===== src/rtl/chunked_serial_adder.sv =====
// Multi-cycle adder/subtractor: one CHUNK-bit slice per clock with a registered carry,
// so wide operands never build a full-width combinational carry chain.
//
// state | meaning
// IDLE  | Ready=1, waiting for Start; result outputs hold the last completed value
// RUN   | one chunk per edge, least significant chunk first; cnt counts chunks left
module chunked_serial_adder #(
  parameter int WIDTH = 16,
  parameter int CHUNK = 4
) (
  input  logic             Clk,
  input  logic             Reset_n,
  input  logic             Start,
  input  logic [WIDTH-1:0] A,
  input  logic [WIDTH-1:0] B,
  input  logic             Cin,
  input  logic             Sub,
  output logic             Ready,
  output logic             Busy,
  output logic [WIDTH-1:0] Sum,
  output logic             Carry,
  output logic             Overflow,
  output logic             Done
);

  localparam int N  = WIDTH / CHUNK;
  localparam int CW = (N > 1) ? $clog2(N) : 1;

  typedef enum logic {IDLE, RUN} state_t;

  state_t           state;
  logic [WIDTH-1:0] a_sh;
  logic [WIDTH-1:0] b_sh;
  logic [WIDTH-1:0] acc;
  logic [WIDTH-1:0] acc_next;
  logic             carry_r;
  logic [CW-1:0]    cnt;
  logic [CHUNK:0]   slice;
  logic             msb_cin;

  // Operands shift right so the active chunk always sits in the low bits.
  assign slice = {1'b0, a_sh[CHUNK-1:0]} + {1'b0, b_sh[CHUNK-1:0]}
               + {{CHUNK{1'b0}}, carry_r};

  // On the last chunk the low operand bits are the word MSBs; recover the carry into the MSB.
  assign msb_cin = a_sh[CHUNK-1] ^ b_sh[CHUNK-1] ^ slice[CHUNK-1];

  generate
    if (N == 1) begin : g_single
      assign acc_next = slice[CHUNK-1:0];
    end else begin : g_multi
      assign acc_next = {slice[CHUNK-1:0], acc[WIDTH-1:CHUNK]};
    end
  endgenerate

  always_ff @(posedge Clk) begin
    if (!Reset_n) begin
      state    <= IDLE;
      Ready    <= 1'b1;
      Busy     <= 1'b0;
      Sum      <= '0;
      Carry    <= 1'b0;
      Overflow <= 1'b0;
      Done     <= 1'b0;
      a_sh     <= '0;
      b_sh     <= '0;
      acc      <= '0;
      carry_r  <= 1'b0;
      cnt      <= '0;
    end else begin
      Done <= 1'b0;
      case (state)
        IDLE: begin
          if (Start) begin
            a_sh    <= A;
            b_sh    <= Sub ? ~B : B;
            carry_r <= Cin ^ Sub;
            cnt     <= CW'(N - 1);
            Ready   <= 1'b0;
            Busy    <= 1'b1;
            state   <= RUN;
          end
        end
        RUN: begin
          a_sh    <= a_sh >> CHUNK;
          b_sh    <= b_sh >> CHUNK;
          acc     <= acc_next;
          carry_r <= slice[CHUNK];
          cnt     <= cnt - 1'b1;
          if (cnt == '0) begin
            Sum      <= acc_next;
            Carry    <= slice[CHUNK];
            Overflow <= msb_cin ^ slice[CHUNK];
            Done     <= 1'b1;
            Ready    <= 1'b1;
            Busy     <= 1'b0;
            state    <= IDLE;
          end
        end
        default: state <= IDLE;
      endcase
    end
  end

endmodule


===== config.mk =====
export PLATFORM = sky130hd
export DESIGN_NAME = chunked_serial_adder
export DESIGN_NICKNAME = d
export VERILOG_FILES = /design/src/rtl/chunked_serial_adder.sv
export SDC_FILE = /design/constraint.sdc
export NUM_CORES = 1
export LEC_CHECK = 0
export CAP_MARGIN = 0
export CORE_ASPECT_RATIO = 1.25
export CORE_MARGIN = 2
export CORE_UTILIZATION = 55
export CTS_CLUSTER_DIAMETER = 150
export DETAILED_ROUTE_END_ITERATION = 16
export HOLD_SLACK_MARGIN = 0.06
export PLACE_DENSITY = 0.84
export RECOVER_POWER = 100
export SLEW_MARGIN = 10
export SYNTH_ARGS = -nofsm -noshare
export SYNTH_HDL_FRONTEND = slang
export SYNTH_SLANG_ARGS = --single-unit
export TNS_END_PERCENT = 5

===== constraint.sdc =====
create_clock -name Clk -period 3.6 [get_ports Clk]
set_input_delay 0.9 -clock Clk [delete_from_list [all_inputs] [get_ports Clk]]
set_output_delay 0.9 -clock Clk [all_outputs]
set_load 0.01 [all_outputs]

==> reports/metrics.yaml, run 1 <==
synthesis:
  synth_edf_count: 0
  ys_async_sr_fraction_pct: 0
  syn_area_um2: 3040
  yosysSeqAreaShare_pct: 45.4
  synth_cell_types: 31
  yosysWarnings: 0
  post_synth.cell_area_avg_um2: 9.79
  yosys_most_used_dff: "dfxtp_1"
  synth.net_count: 354
  synth_cells: 311
  yosys_register_bits: 69
drt:
  drtIter0Drc: 101
  wirelength_mm: 5.28
  viasPerCell: 5.25
  via_count: 2256
  first_pass_iters: 4
  drc: 0
  antenna_left: 0
  wire_per_inst_um: 12.3
clock_network:
  htree_levels: 3
  clk_pin_slew_ns: 0.06
  numCtsBuffers: 9
  cts_tree: "built"
  cts_root_buffer: "clkbuf_8"
  clock_latency_ns: 0.35
  cts_resized: 0
  cts_buffer_depth: 2
  post-cts-setup-buffer-count: 0
  cts-hold-fix-buffers: 0
  cts_sinks: 69
finish:
  drive_above_1_share_pct: 4.92
  instances_no_fill: 430
  fillers: 453
  ff_latch_area_um2: 1380
  fin_nets: 405
  multiInputGateArea_um2: 1410
  area_growth_pct: 20.8
  diodes: 0
run_status:
  status: "complete, no violations"
setup_path:
  cp_data_arrival_time_ns: 2.99
  endpoint_kind: "flop"
  required_ns: 3.87
  critical_path.max_stage_delay_ns: 0.81
  crit_type: "input pin to flop"
  crit_path_cell_trace: "dlygate4sd3_1, a21boi_0, clkbuf_1, nand2_1, o21ai_0"
  r2r_start: "cnt[0]$_SDFFE_PN0P_"
  r2r-end: "Sum[13]$_SDFFE_PN0P_"
  critical_path.max_fanout: 13
  crit_end: "Sum[13]$_SDFFE_PN0P_"
  reg2reg_depth: 6
  critPathSlowestCell: "a21boi_0"
  r2r_slack_ns: 1.39
  crit_start: "Reset_n"
  startpoint_type: "input pin"
floorplan:
  rows: 30
  start_util_pct: 56.3
  die_y_um: 87.2
  dieWidth_um: 70.5
  boundaryPins: 58
  core_um2: 5410
  dieArea_um2: 6150
sta:
  setup_ws_ns: 0.874
  maxSlewViolCount: 0
  clock.fmax_ghz: 0.367
  fin_setup_tns_ns: 0
  slew_headroom_pct: 31.8
  worstMarginPinSlew_ns: 1.01
  setup_viol: 0
  post-route-min-period_ns: 2.73
  hold_slack_ns: 0.465
  fin_crit_sh_pct: 75.7
  worst_clock_skew_ns: 0.00837
  rsz0062_at_grt: "false"
  finalHoldViolations: 0
job:
  max_cap_violations: 0
placement:
  place_ws_ns: 0.965
  io_buffers: 57
  globalplace.congestion: 0.703
  dp.cells: 415
  dp_hpwl_mm: 3.63
grt:
  grtUsageTotal_pct: 18.9
  grt_pass1_vias: 2098
  grt_start_max_net_pins: 53
  grt_pass1_wl_mm: 9.20
  gr-total-overflow: 0
  grt_antenna_before_repair: 0
pwr:
  p_leak_nw: 1.48
  p_int_w: 0.00120
  power_w: 0.00161
  vdd.ir_drop.worst_v: 0.000252
  switchingPower_w: 0.000411
  swShare_pct: 25.5
  power_frac_comb_pct: 15.2
  powerDensity_nw_per_um2: 437
  p_clk_share_pct: 33.1
  seqPwrFrac_pct: 51.8
min_path:
  hold_class: "flop to flop"
==> cells by family after synthesis <==
logic type | synth area share, %
AOI/OAI and AO/OA | 15.5
xor gates and xnor gates | 5.75
adders and majority gates | 2.96
buffers and inverters | 8.01
DFF | 45.4
muxes | 8.22
and+or+nand+nor | 14.1
==> worst max-delay path, delay by kind of cell <==
| family | cells | cell delay, ns |
|---|---|---|
| buf+inv | 2 | 1.06 |
| compound gates | 2 | 0.90 |
| simple gates | 1 | 0.12 |
==> stage by stage <==
step / utilization, % / instance area (µm²)
after floorplan: - / 3040
after global placement: 65.4 / 3530
after detailed placement: 65.4 / 3530
after CTS: 68.3 / 3690
after global routing: 68.0 / 3680
final: 68.0 / 3680
==> layout make-up <==
type / instances / share of cell area [%]
timing repair buffer: 64 / 16.5
clock buffer: 13 / 4.05
multi-input combinational: 209 / 38.5
sequential: 69 / 37.6
clock inverter: 2 / 0.272
tap: 64 / 2.18
inverter: 9 / 0.919
==> power groups by stage <==
stage	Combinational [W]	Sequential [W]	Clock [W]
final	0.000244	0.000832	0.000532
after floorplan	0.000188	0.000847	0
after CTS	0.000254	0.000833	0.000545
after detailed placement	0.000253	0.000850	0
after global placement	0.000246	0.000848	0
after global routing	0.000277	0.000838	0.000571
==> cell usage after synthesis (all sizes together), types with 2 or more instances <==
master | count | area share (%)
and2 | 12 | 2.5
a211oi | 17 | 4.2
nand2 | 23 | 2.8
buf | 16 | 5.3
dfxtp | 69 | 45
mux2i | 25 | 8.2
o21a | 2 | 0.49
a21oi | 15 | 2.5
xnor2 | 20 | 5.8
nor2 | 24 | 3.0
inv | 9 | 1.1
fa | 2 | 1.3
ha | 4 | 1.6
a22o | 14 | 4.0
nand2b | 2 | 0.41
clkbuf | 7 | 1.2
o211a | 2 | 0.66
o21ai | 19 | 3.1
nor2b | 23 | 4.7
==> per-layer routing <==
metal | GRT usage (%) | up-vias | wire length [µm]
met2 | 32.3 | 58 | 2570
met4 | 11.3 | 0 | 140
met5 | 0 | - | 0
li1 | - | 1156 | -
met1 | 22.0 | 1030 | 2340
met3 | 3.59 | 12 | 228
==> registers in the layout, indices dropped and copies added (netlist names), 2 cells and up <==
name,count
Sum,16
b_sh,16
a_sh,16
cnt,2
acc,12
==> layout by cell type, fill, tap and decap left out, types with 7 or more instances in the layout <==
cell type | synthesis | layout
dfxtp_1 | 69 | 68
nor2_1 | 24 | 24
a21oi_1 | 15 | 15
nand2_1 | 23 | 23
dlygate4sd3_1 | 0 | 23
o21ai_1 | 19 | 7
a22o_1 | 14 | 14
o21ai_0 | 0 | 12
a211oi_1 | 17 | 17
nor2b_1 | 23 | 23
xnor2_1 | 20 | 20
mux2i_1 | 25 | 25
clkbuf_8 | 1 | 10
and2_1 | 12 | 8
clkdlybuf4s50_1 | 0 | 33
inv_1 | 8 | 9
==> how the worst min path moves through the flow <==
stage | end | cells after the start | slack [ns] | startpoint
2_1_floorplan | Sum[0]$_SDFFE_PN0P_ | 1 | 0.45 | acc[4]$_SDFFE_PN0P_
3_3_place_gp | Sum[12]$_SDFFE_PN0P_ | 2 | 0.44 | Sum[12]$_SDFFE_PN0P_
3_5_place_dp | Ready$_SDFFE_PN1P_ | 2 | 0.45 | Ready$_SDFFE_PN1P_
4_1_cts | Overflow$_SDFFE_PN0P_ | 2 | 0.46 | Overflow$_SDFFE_PN0P_
5_1_grt | Sum[2]$_SDFFE_PN0P_ | 1 | 0.48 | Sum[2]$_SDFFE_PN0P_
6_report | Sum[2]$_SDFFE_PN0P_ | 1 | 0.47 | Sum[2]$_SDFFE_PN0P_
Power figures use the tool's default switching activity.
==> run 2: changes to the inputs <==
--- a/config.mk
+++ b/config.mk
@@ -8,11 +8,11 @@
 export CAP_MARGIN = 0
 export CORE_ASPECT_RATIO = 1.25
 export CORE_MARGIN = 2
-export CORE_UTILIZATION = 55
+export CORE_UTILIZATION = 52
 export CTS_CLUSTER_DIAMETER = 150
 export DETAILED_ROUTE_END_ITERATION = 16
 export HOLD_SLACK_MARGIN = 0.06
-export PLACE_DENSITY = 0.84
+export PLACE_DENSITY = 0.8
 export RECOVER_POWER = 100
 export SLEW_MARGIN = 10
 export SYNTH_ARGS = -nofsm -noshare
==> constraint.sdc (replaced) <==
create_clock -name Clk -period 2.65 [get_ports Clk]
set_input_delay 0.6625 -clock Clk [delete_from_list [all_inputs] [get_ports Clk]]
set_output_delay 0.6625 -clock Clk [all_outputs]
set_load 0.01 [all_outputs]
==> run 2 against run 1 <==
Against the previous run:
- die area increased by 5.5%
- largest power group unchanged
- design area increased by 2.2%
- non-clock buffer count unchanged
- critical endpoint is now b_sh[12]$_SDFFE_PN0P_
- critical path depth decreased by 1
- register-to-register slack got worse by 0.86 ns
==> reports/metrics.yaml, run 2 (synthesis results as in run 1) <==
floorplan:
  core_um2: 5740
  boundaryPins: 58
  dieWidth_um: 72.4
  dieArea_um2: 6490
  rows: 31
  die_y_um: 89.5
  start_util_pct: 53.0
finish:
  area_growth_pct: 23.4
  final_common_cell: "dfxtp_1"
  fin_nets: 405
  fillers: 471
  diodes: 0
  largestRegisters: "Sum: 16 flops, a_sh: 16 flops, b_sh: 16 flops"
  drive_above_1_share_pct: 7.08
  layout_common_cells: "dfxtp_1, clkdlybuf4s50_1, mux2i_1, nor2_1"
  final_core_util_pct: 65.4
  multiInputGateArea_um2: 1420
  ff_latch_area_um2: 1380
min_path:
  hold_class: "flop to flop"
  min-delay-start: "Ready$_SDFFE_PN1P_"
  hold_end: "Ready$_SDFFE_PN1P_"
  hold-path-cell-count: 2
clock_network:
  clk_pin_slew_ns: 0.07
  cts_tree: "built"
  cts-hold-fix-buffers: 0
  cts_root_buffer: "clkbuf_8"
  numCtsBuffers: 9
  cts_resized: 0
  clock_latency_ns: 0.34
  htree_levels: 3
  cts_buffer_depth: 2
  post-cts-setup-buffer-count: 0
  cts_sinks: 69
sta:
  worst_clock_skew_ns: 0.00454
  fin_setup_tns_ns: 0
  clock.fmax_ghz: 0.442
  worstMarginPinSlew_ns: 0.878
  rsz0062_at_grt: "false"
  setup_viol: 0
  fin_crit_sh_pct: 85.3
  maxSlewViolCount: 0
  post-route-min-period_ns: 2.26
  slew_headroom_pct: 41.4
  setup_ws_ns: 0.390
  finalHoldViolations: 0
placement:
  place_ws_ns: 0.536
  dp_hpwl_mm: 3.80
  globalplace.congestion: 0.705
  io_buffers: 57
run_status:
  status: "complete, no violations"
grt:
  grt_pass1_vias: 2048
  grt_pass1_wl_mm: 9.20
  grtUsageTotal_pct: 18.2
  gr-total-overflow: 0
  grt_start_max_net_pins: 48
  grt_antenna_before_repair: 0
setup_path:
  r2r-end: "Overflow$_SDFFE_PN0P_"
  r2r_start: "a_sh[0]$_SDFFE_PN0P_"
  startpoint_type: "input pin"
  critical_path.max_fanout: 25
  crit_type: "input pin to flop"
  crit_start: "Reset_n"
  cp_data_arrival_time_ns: 2.51
  endpoint_kind: "flop"
  reg2reg_depth: 7
  r2r_slack_ns: 0.53
  required_ns: 2.90
drt:
  drc: 0
  drtIter0Drc: 120
  antenna_left: 0
  first_pass_iters: 4
  wirelength_mm: 5.40
  via_count: 2214
  viasPerCell: 5.11
  wire_per_inst_um: 12.5
job:
  max_cap_violations: 0
pwr:
  powerDensity_nw_per_um2: 634
  p_leak_nw: 1.51
  vdd.ir_drop.worst_v: 0.000296
==> run 2: cell types whose count changed in the layout (fill, tap and decap cells not counted), sizes merged <==
cell	before	now
buf	5	6
clkdlybuf4s50	33	35
dlygate4sd3	23	21
clkinvlp	0	2
bufinv	0	2
clkbuf	16	11
clkinv	2	3
==> run 2: power by group <==
part / total [W] / internal, W / switching [W]
clock: 0.000910 / 0.000524 / 0.000385
combinational: 0.000327 / 0.000175 / 0.000152
sequential: 0.00114 / 0.00110 / 0.0000463
==> run 2: worst max-delay path, stage by stage <==
cell and delay [ns]:
clkdlybuf4s50_1 0.52, clkbuf_1 0.68, nand2b_1 0.37, a211oi_1 0.27
==> run 2: area by class of cell <==
cell class,instances,share of cell area (%)
well taps,66,2.20
clock buffers,9,3.30
repair buffers,64,16.6
flip-flops and latches,69,36.8
clock inverters,7,2.40
inverters,9,0.899
multi-input cells,209,37.8
==> run 2: stage by stage <==
| step | cell area, µm² | cells | total power [W] | hold WS (ns) |
|---|---|---|---|---|
| floorplan | 3040 | 311 | 0.00140 | 0.448 |
| global placement | 3560 | 417 | 0.00150 | 0.444 |
| detailed placement | 3560 | 417 | 0.00151 | 0.449 |
| CTS | 3770 | 433 | 0.00241 | 0.460 |
| global route | 3760 | 433 | 0.00248 | 0.480 |
| finish | 3760 | 433 | 0.00238 | 0.464 |
==> run 2: worst max path at each step <==
stage | endpoint | slack [ns]
final | b_sh[12]$_SDFFE_PN0P_ | 0.39
after detailed placement | Sum[10]$_SDFFE_PN0P_ | 0.54
after global placement | Sum[14]$_SDFFE_PN0P_ | 0.57
after CTS | Overflow$_SDFFE_PN0P_ | 0.55
after global routing | b_sh[12]$_SDFFE_PN0P_ | 0.26
after floorplan | Overflow$_SDFFE_PN0P_ | 0.78
==> run 2: metal layers <==
layer	wire length, µm	global-route usage (%)	vias to the layer above
met5	0	0	-
met4	99	9.09	0
met3	175	3.16	8
met2	2600	32.1	48
met1	2520	21.4	1003
li1	-	-	1155
